==> src/rtl/demux_pkg.sv <==
// Shared constants and the select decode for the registered 1-to-8 demultiplexer.
package demux_pkg;

  localparam int DATA_W_DEF = 32;
  localparam int NUM_LANES  = 8;
  localparam int SEL_W      = 3;

  function automatic logic [NUM_LANES-1:0] sel_onehot(input logic [SEL_W-1:0] sel);
    sel_onehot      = '0;
    sel_onehot[sel] = 1'b1;
  endfunction

endpackage

==> src/rtl/demux32_1to8_lane.sv <==
// One single-entry holding register: flush beats push, push beats pop.
module demux32_1to8_lane
  import demux_pkg::*;
#(
  parameter int DATA_W = DATA_W_DEF
) (
  input  logic              clk_i,
  input  logic              rst_n_i,
  input  logic              flush_i,
  input  logic              push_i,
  input  logic              pop_i,
  input  logic [DATA_W-1:0] data_i,
  output logic              full_o,
  output logic [DATA_W-1:0] data_o
);

  logic              full_d, full_q;
  logic [DATA_W-1:0] data_d, data_q;

  // NOTE: every output gets its hold value first, so no path leaves it unassigned (no latch).
  always_comb begin
    full_d = full_q;
    data_d = data_q;
    if (flush_i) begin
      full_d = 1'b0;
    end else if (push_i) begin
      // Covers a push and pop on the same lane: the new word replaces the departing one.
      full_d = 1'b1;
      data_d = data_i;
    end else if (pop_i) begin
      full_d = 1'b0;
    end
  end

  // NOTE: non-blocking assignments so every flop samples pre-edge values, independent of block order.
  // NOTE: the data register is reset too, so consumers never observe an undefined word.
  always_ff @(posedge clk_i or negedge rst_n_i) begin
    if (!rst_n_i) begin
      full_q <= 1'b0;
      data_q <= '0;
    end else begin
      full_q <= full_d;
      data_q <= data_d;
    end
  end

  assign full_o = full_q;
  assign data_o = data_q;

endmodule

==> src/rtl/demux32_1to8.sv <==
// Registered 1-to-8 demultiplexer: steers a tagged producer stream into eight handshaked lanes.
module demux32_1to8
  import demux_pkg::*;
#(
  parameter int DATA_W = DATA_W_DEF
) (
  input  logic                 clk_i,
  input  logic                 rst_n_i,
  input  logic                 flush_i,
  input  logic                 valid_i,
  output logic                 ready_o,
  input  logic [SEL_W-1:0]     select_i,
  input  logic [DATA_W-1:0]    data_i,
  output logic [NUM_LANES-1:0] valid_o,
  input  logic [NUM_LANES-1:0] ready_i,
  output logic [DATA_W-1:0]    data0_o,
  output logic [DATA_W-1:0]    data1_o,
  output logic [DATA_W-1:0]    data2_o,
  output logic [DATA_W-1:0]    data3_o,
  output logic [DATA_W-1:0]    data4_o,
  output logic [DATA_W-1:0]    data5_o,
  output logic [DATA_W-1:0]    data6_o,
  output logic [DATA_W-1:0]    data7_o,
  output logic                 busy_o
);

  logic [NUM_LANES-1:0] full;
  logic [NUM_LANES-1:0] pop;
  logic [NUM_LANES-1:0] push_sel;
  logic                 push;
  logic [DATA_W-1:0]    lane_data [NUM_LANES];

  // Accept depends only on the target lane's state, never on valid_i.
  assign ready_o  = rst_n_i & ~flush_i & (~full[select_i] | ready_i[select_i]);
  assign push     = valid_i & ready_o;
  assign push_sel = push ? sel_onehot(select_i) : '0;
  assign pop      = full & ready_i;

  for (genvar k = 0; k < NUM_LANES; k++) begin : g_lane
    demux32_1to8_lane #(.DATA_W(DATA_W)) u_lane (
      .clk_i   (clk_i),
      .rst_n_i (rst_n_i),
      .flush_i (flush_i),
      .push_i  (push_sel[k]),
      .pop_i   (pop[k]),
      .data_i  (data_i),
      .full_o  (full[k]),
      .data_o  (lane_data[k])
    );
  end

  assign valid_o = full;
  assign busy_o  = |full;
  assign data0_o = lane_data[0];
  assign data1_o = lane_data[1];
  assign data2_o = lane_data[2];
  assign data3_o = lane_data[3];
  assign data4_o = lane_data[4];
  assign data5_o = lane_data[5];
  assign data6_o = lane_data[6];
  assign data7_o = lane_data[7];

endmodule

==> config.mk <==
export PLATFORM = sky130hd
export DESIGN_NAME = demux32_1to8
export DESIGN_NICKNAME = d
export VERILOG_FILES = /design/src/rtl/demux_pkg.sv /design/src/rtl/demux32_1to8_lane.sv /design/src/rtl/demux32_1to8.sv
export SDC_FILE = /design/constraint.sdc
export NUM_CORES = 1
export LEC_CHECK = 0
export CAP_MARGIN = 15
export CORE_ASPECT_RATIO = 1.75
export CORE_MARGIN = 4
export CORE_UTILIZATION = 40
export DETAILED_ROUTE_END_ITERATION = 8
export HOLD_SLACK_MARGIN = 0.1
export MAX_ROUTING_LAYER = met4
export PLACE_DENSITY = 0.75
export SLEW_MARGIN = 20
export SYNTH_ARGS = -nofsm -noshare
export SYNTH_HDL_FRONTEND = slang
export SYNTH_HIERARCHICAL = 1
export SYNTH_SLANG_ARGS = --single-unit
==> constraint.sdc <==
create_clock -name clk_i -period 3.1 [get_ports clk_i]
set_clock_uncertainty 0.1 [all_clocks]
set_input_delay 0.775 -clock clk_i [delete_from_list [all_inputs] [get_ports clk_i]]
set_output_delay 0.775 -clock clk_i [all_outputs]
set_load 0.01 [all_outputs]
---- Word level (Yosys, flattened, before mapping) ----
Cells that the tools add are included.
word-level totals
  bits in registers ....................... 264
  latch bits .............................. 0
  RAM bits ................................ 0
  memory bits (read-only) ................. 0
  output and inout port bits .............. 266
  memories kept ........................... 0
cells by class
  add/subtract/negate cells ............... 0
  $mul .................................... 0
  div/mod/pow operators ................... 0
  magnitude comparators ................... 2
  equality and inequality tests ........... 0
  shift operators ......................... 0
  multiplexer cells ....................... 31
  bitwise logic cells ..................... 7
  reductions and logical operators ........ 18
operators with widths
  cell                  count
  $mux W1               27
  $reduce_bool A3 Y1    8
  $reduce_and A2 Y1     8
  $and A8 B8 Y8         1
  $mux W8               1
  $reduce_or A8 Y1      1
  $bmux W1 S3           2
  $lt A3 B4 Y1 const B  1
  $and A1 B1 Y1         3
  $demux W1 S3          1
  $ge A3 B1 Y1 const B  1
  $not A1 Y1            2
  $logic_and A1 B1 Y1   1
  $or A1 B1 Y1          1

---- Depth between registers and ports, before layout ----
  depth in word-level cells ............... 9
  mapped depth ............................ 9
  gate-level depth less buffers ........... 6

---- Modules after synthesis ----
Netlist, hierarchy kept.
by module, submodules not included
  module             instances  cells an instance  area an instance (um^2)  sequential area each (um^2)
  demux32_1to8_lane  8          73                 1,398.8                  825.8
  demux32_1to8       1          51                 410.4                    0.0

---- Worst setup path before layout ----
OpenSTA, ideal clock, no wires.
  kind .................................... input to register
  start ................................... in select_i[1]
  end ..................................... reg g_lane[0].u_lane.data_q[0]
  library setup time ...................... 0.125 ns
  arrival time ............................ 2.491 ns
  slack ................................... 0.384 ns
  stages on the path ...................... 9
  buffers on the path ..................... 3
  cell sequence ........................... buf_6 > mux4_2 > o2111ai_2 > a22oi_2 > nor3_2 > nor2b_4 > buf_6 > buf_12 > mux2_4
on the way
  cells in the longest elaborated chain, start to end .. 8
ends and longest elaborated chain
  what                                  line                     text
  from (decl)                           demux32_1to8.sv:12       input logic [SEL_W-1:0] select_i,
  $bmux W1 S3                           demux32_1to8.sv:34       assign ready_o = rst_n_i & ~flush_i & (~full[select_i] | ready_i[select_i]);
  $mux W1 (not written as such)         demux32_1to8.sv:34
  $not A1 Y1                            demux32_1to8.sv:34
  $or A1 B1 Y1                          demux32_1to8.sv:34
  $and A1 B1 Y1                         demux32_1to8.sv:34
  $and A1 B1 Y1                         demux32_1to8.sv:35       assign push = valid_i & ready_o;
  $mux W8 *                             demux32_1to8.sv:36       assign push_sel = push ? sel_onehot(select_i) : '0;
  named net push_sel[0]                 demux32_1to8.sv:29       logic [NUM_LANES-1:0] push_sel;
  $reduce_and A2 Y1 (no source line) *  n/a
  to (signal assigned)                  demux32_1to8_lane.sv:43  data_q <= data_d;
  to (decl)                             demux32_1to8_lane.sv:18  logic [DATA_W-1:0] data_d, data_q;
Mark *: on every way through the listed nets, which the timed path passes. The rest lies on a longest branch. The select of a mux whose other input is x is not followed.
A chain may end at the register's enable or synchronous reset.

---- Worst setup path after layout ----
  start ................................... in ready_i[4]
  end ..................................... out ready_o
on the way
  cells in the longest elaborated chain, start to end .. 4
ends and longest elaborated chain
  what                           line                text
  from (decl)                    demux32_1to8.sv:15  input logic [NUM_LANES-1:0] ready_i,
  $bmux W1 S3                    demux32_1to8.sv:34
  $mux W1 (not written as such)  demux32_1to8.sv:34
  $or A1 B1 Y1                   demux32_1to8.sv:34
  $and A1 B1 Y1                  demux32_1to8.sv:34
  to (decl)                      demux32_1to8.sv:11  output logic ready_o,
No other way between the ends. The select of a mux whose other input is x is not followed.

==> impl_metrics.tcl <==
set metrics [dict create \
    synth_top_cell_by_area "dfrtp_1" \
    wl_per_cell_um 22.31 \
    dp_hpwl_mm 21.60 \
    syn_area_mm2 0.01160 \
    post-route-period-util 0.9625 \
    synth_cell_types 28 \
    drt_pass1_iterations 4 \
    die_x_um 136.7 \
    fin_ws_ns 0.1163 \
    cts_sinks 264 \
    die_h_um 233.3 \
    cp_max_fo 2 \
    status "finished clean" \
    grt_max_degree 140 \
    worstMarginPinSlew_ns 0.8413 \
    netlist_top_cells_area "dfrtp_1 57%, mux2_4 31%, buf_12 4.1%, mux2_2 1.7%, buf_6 0.97%" \
    start_kind "input pin" \
    final.min_clock_period_ns 2.984 \
    vias 6674 \
    powerDensity_mw_per_mm2 668.9 \
    antenna_found_initial 1 \
    slew_viol_final 0 \
    slew_headroom 0.4392 \
    crit_arrival_ns 2.11 \
    place_congestion 0.8798 \
    routed_wl_mm 30.90 \
    rsz0062_at_grt "no" \
    setup_tns_ns 0 \
    ir_drop_v 0.0004418 \
    syn_to_final_growth_pct 37.36 \
    max_cap_violations 0 \
    netlist_top_cells_count "264 x dfrtp_1, 240 x mux2_4, 24 x buf_12, 18 x mux2_2, 11 x inv_1" \
    coreArea_mm2 0.02863 \
    cts_root_buffer "clkbuf_16" \
    fin_util 0.5567 \
    hold_class "input pin to async pin" \
    netlist_instances 635 \
    clock_path_buffers 3 \
    grt-ovfl-total 0 \
    cp-end-kind "primary output" \
    synth_enable_flop_cells 0 \
    htreeDepth 1 \
    design_area_mm2 0.01594 \
    layout-drive-gt1-share 0.3678 \
    num_io_pins 313 \
    cts-hold-fix-buffers 0 \
    clock_latency_ns 0.52 \
    ys_seq_area_frac 0.5695 \
    final_nets 1036 \
    viasPerCell 4.819 \
    grt_pass1_wl_mm 46.75 \
    grt_pass1_vias 7493 \
    synth_area_per_cell_um2 18.27 \
    cts_tree "yes" \
    synth_top_area_frac 0.5695 \
    async_reset_ff_frac 1.000 \
    synth_nets 682 \
    setup_viol 0 \
    leakagePower_nw 7.064 \
    worst-setup-path-type "input pin to primary output" \
    drc 0 \
    max_freq_mhz 335.2 \
    start_util 0.4053 \
    drtAntennaViolNets 0 \
    cts.clk_slew.worst_paths_ns 0.06 \
    rows 82 \
    ys_ff_latch 264 \
    hold_slack_ns 0.3290 \
    ys.flop_type "dfrtp_1" \
    place_ws_ns -0.5432 \
    hold_viol_final 0 \
    crit_required_ns 2.22 \
    port_buffers 312 \
    synth-warning-count 6 \
    die_area_mm2 0.03190 \
    grtUsageTotal 0.1977 \
    numCtsBuffers 25 \
    drt_iter0_markers 334 \
    placed_area_mm2 0.01514 \
    yosysMostFrequentCell "dfrtp_1" \
]
==> per-stage QoR <==
stage / instances / power, mW
finish: 1385 / 10.66
CTS: 1384 / 10.80
detailed placement: 1340 / 7.746
global route: 1385 / 11.11
floorplan: 635 / 5.850
global placement: 1340 / 7.690
==> layout by cell type, fill, tap and decap left out, types with 5 or more instances in the layout <==
master           synthesis  routed
nor2b_4                  8       8
mux2_4                 240     240
inv_1                   11      11
mux2_2                  18      18
buf_4                    0      36
nor2_1                   7       7
buf_12                  24      13
clkdlybuf4s50_1          0     307
nand2_1                  5       5
a21oi_1                  8       8
clkinvlp_4               0       6
clkbuf_16                0      25
dfrtp_1                264     264
nand2b_1                 9       9
and2_1                   8       8
==> cell type report <==
type	instances	area [um2]
Fill cell	2272	12690
Sequential cell	264	6606
Multi-Input combinational cell	325	4362
Timing Repair Buffer	362	3661
Clock buffer	30	664.4
Tap cell	378	473.0
Clock inverter	14	125.1
Inverter	11	41.29
Antenna cell	1	2.502
==> worst max-delay path, cell delays in order <==
cell and delay, ns:
clkdlybuf4s50_1 0.55, mux2i_1 0.12, o221ai_2 0.22, a22oi_2 0.12, nor3b_2 0.16, buf_2 0.16
==> repair_timing <==
item,CTS,global route
setup buffers,0,0
gates resized for setup,8,1
endpoints found under the setup margin,1,1
pin swaps,1,0
==> sequential cells by signal (all words and copies together) (netlist names) <==
name and cells:
g_lane.u_lane/data_o 256, g_lane.u_lane/full_o 8
==> logic make-up after synthesis <==
| logic type | synth area share |
|---|---|
| flip-flops | 0.5695 |
| multiplexers | 0.3318 |
| AND/OR/NAND/NOR | 0.02890 |
| buffers and inverters | 0.05511 |
| AO/OA/AOI/OAI | 0.01478 |
==> metal layers <==
layer | routed length [um] | vias up | global-route usage
li1 | - | 2922 | -
met1 | 11510 | 3447 | 0.2207
met2 | 16550 | 240 | 0.3498
met3 | 1523 | 65 | 0.03082
met4 | 1315 | 0 | 0.07945
met5 | 0 | - | -
==> path summary, 6_finish.rpt <==
| kind | from | to | slack (ns) | cells past startpoint |
|---|---|---|---|---|
| worst max-delay path | ready_i[4] | ready_o | 0.12 | 6 |
| worst min-delay path | rst_n_i | g_lane[3].u_lane/full_o | 0.33 | 2 |
| worst max register to register | g_lane[2].u_lane/full_o | g_lane[3].u_lane/data_o[27] | 0.48 | 8 |
| worst min register to register | g_lane[2].u_lane/data_o[31] | g_lane[2].u_lane/data_o[31] | 0.41 | 1 |
| max in group asynchronous | rst_n_i | g_lane[6].u_lane/data_o[17] | 1.23 | 3 |
| min in group clk_i | g_lane[2].u_lane/data_o[31] | g_lane[2].u_lane/data_o[31] | 0.41 | 1 |
==> report_power, final <==
group / switching, mW / internal [mW] / leakage [nW] / total [mW]
Combinational: 1.09 / 2.04 / 3.27 / 3.14
Sequential: 0.421 / 4.12 / 3.43 / 4.54
Clock: 1.35 / 1.63 / 0.370 / 2.98
No activity file was read; power rests on OpenSTA's default activity.
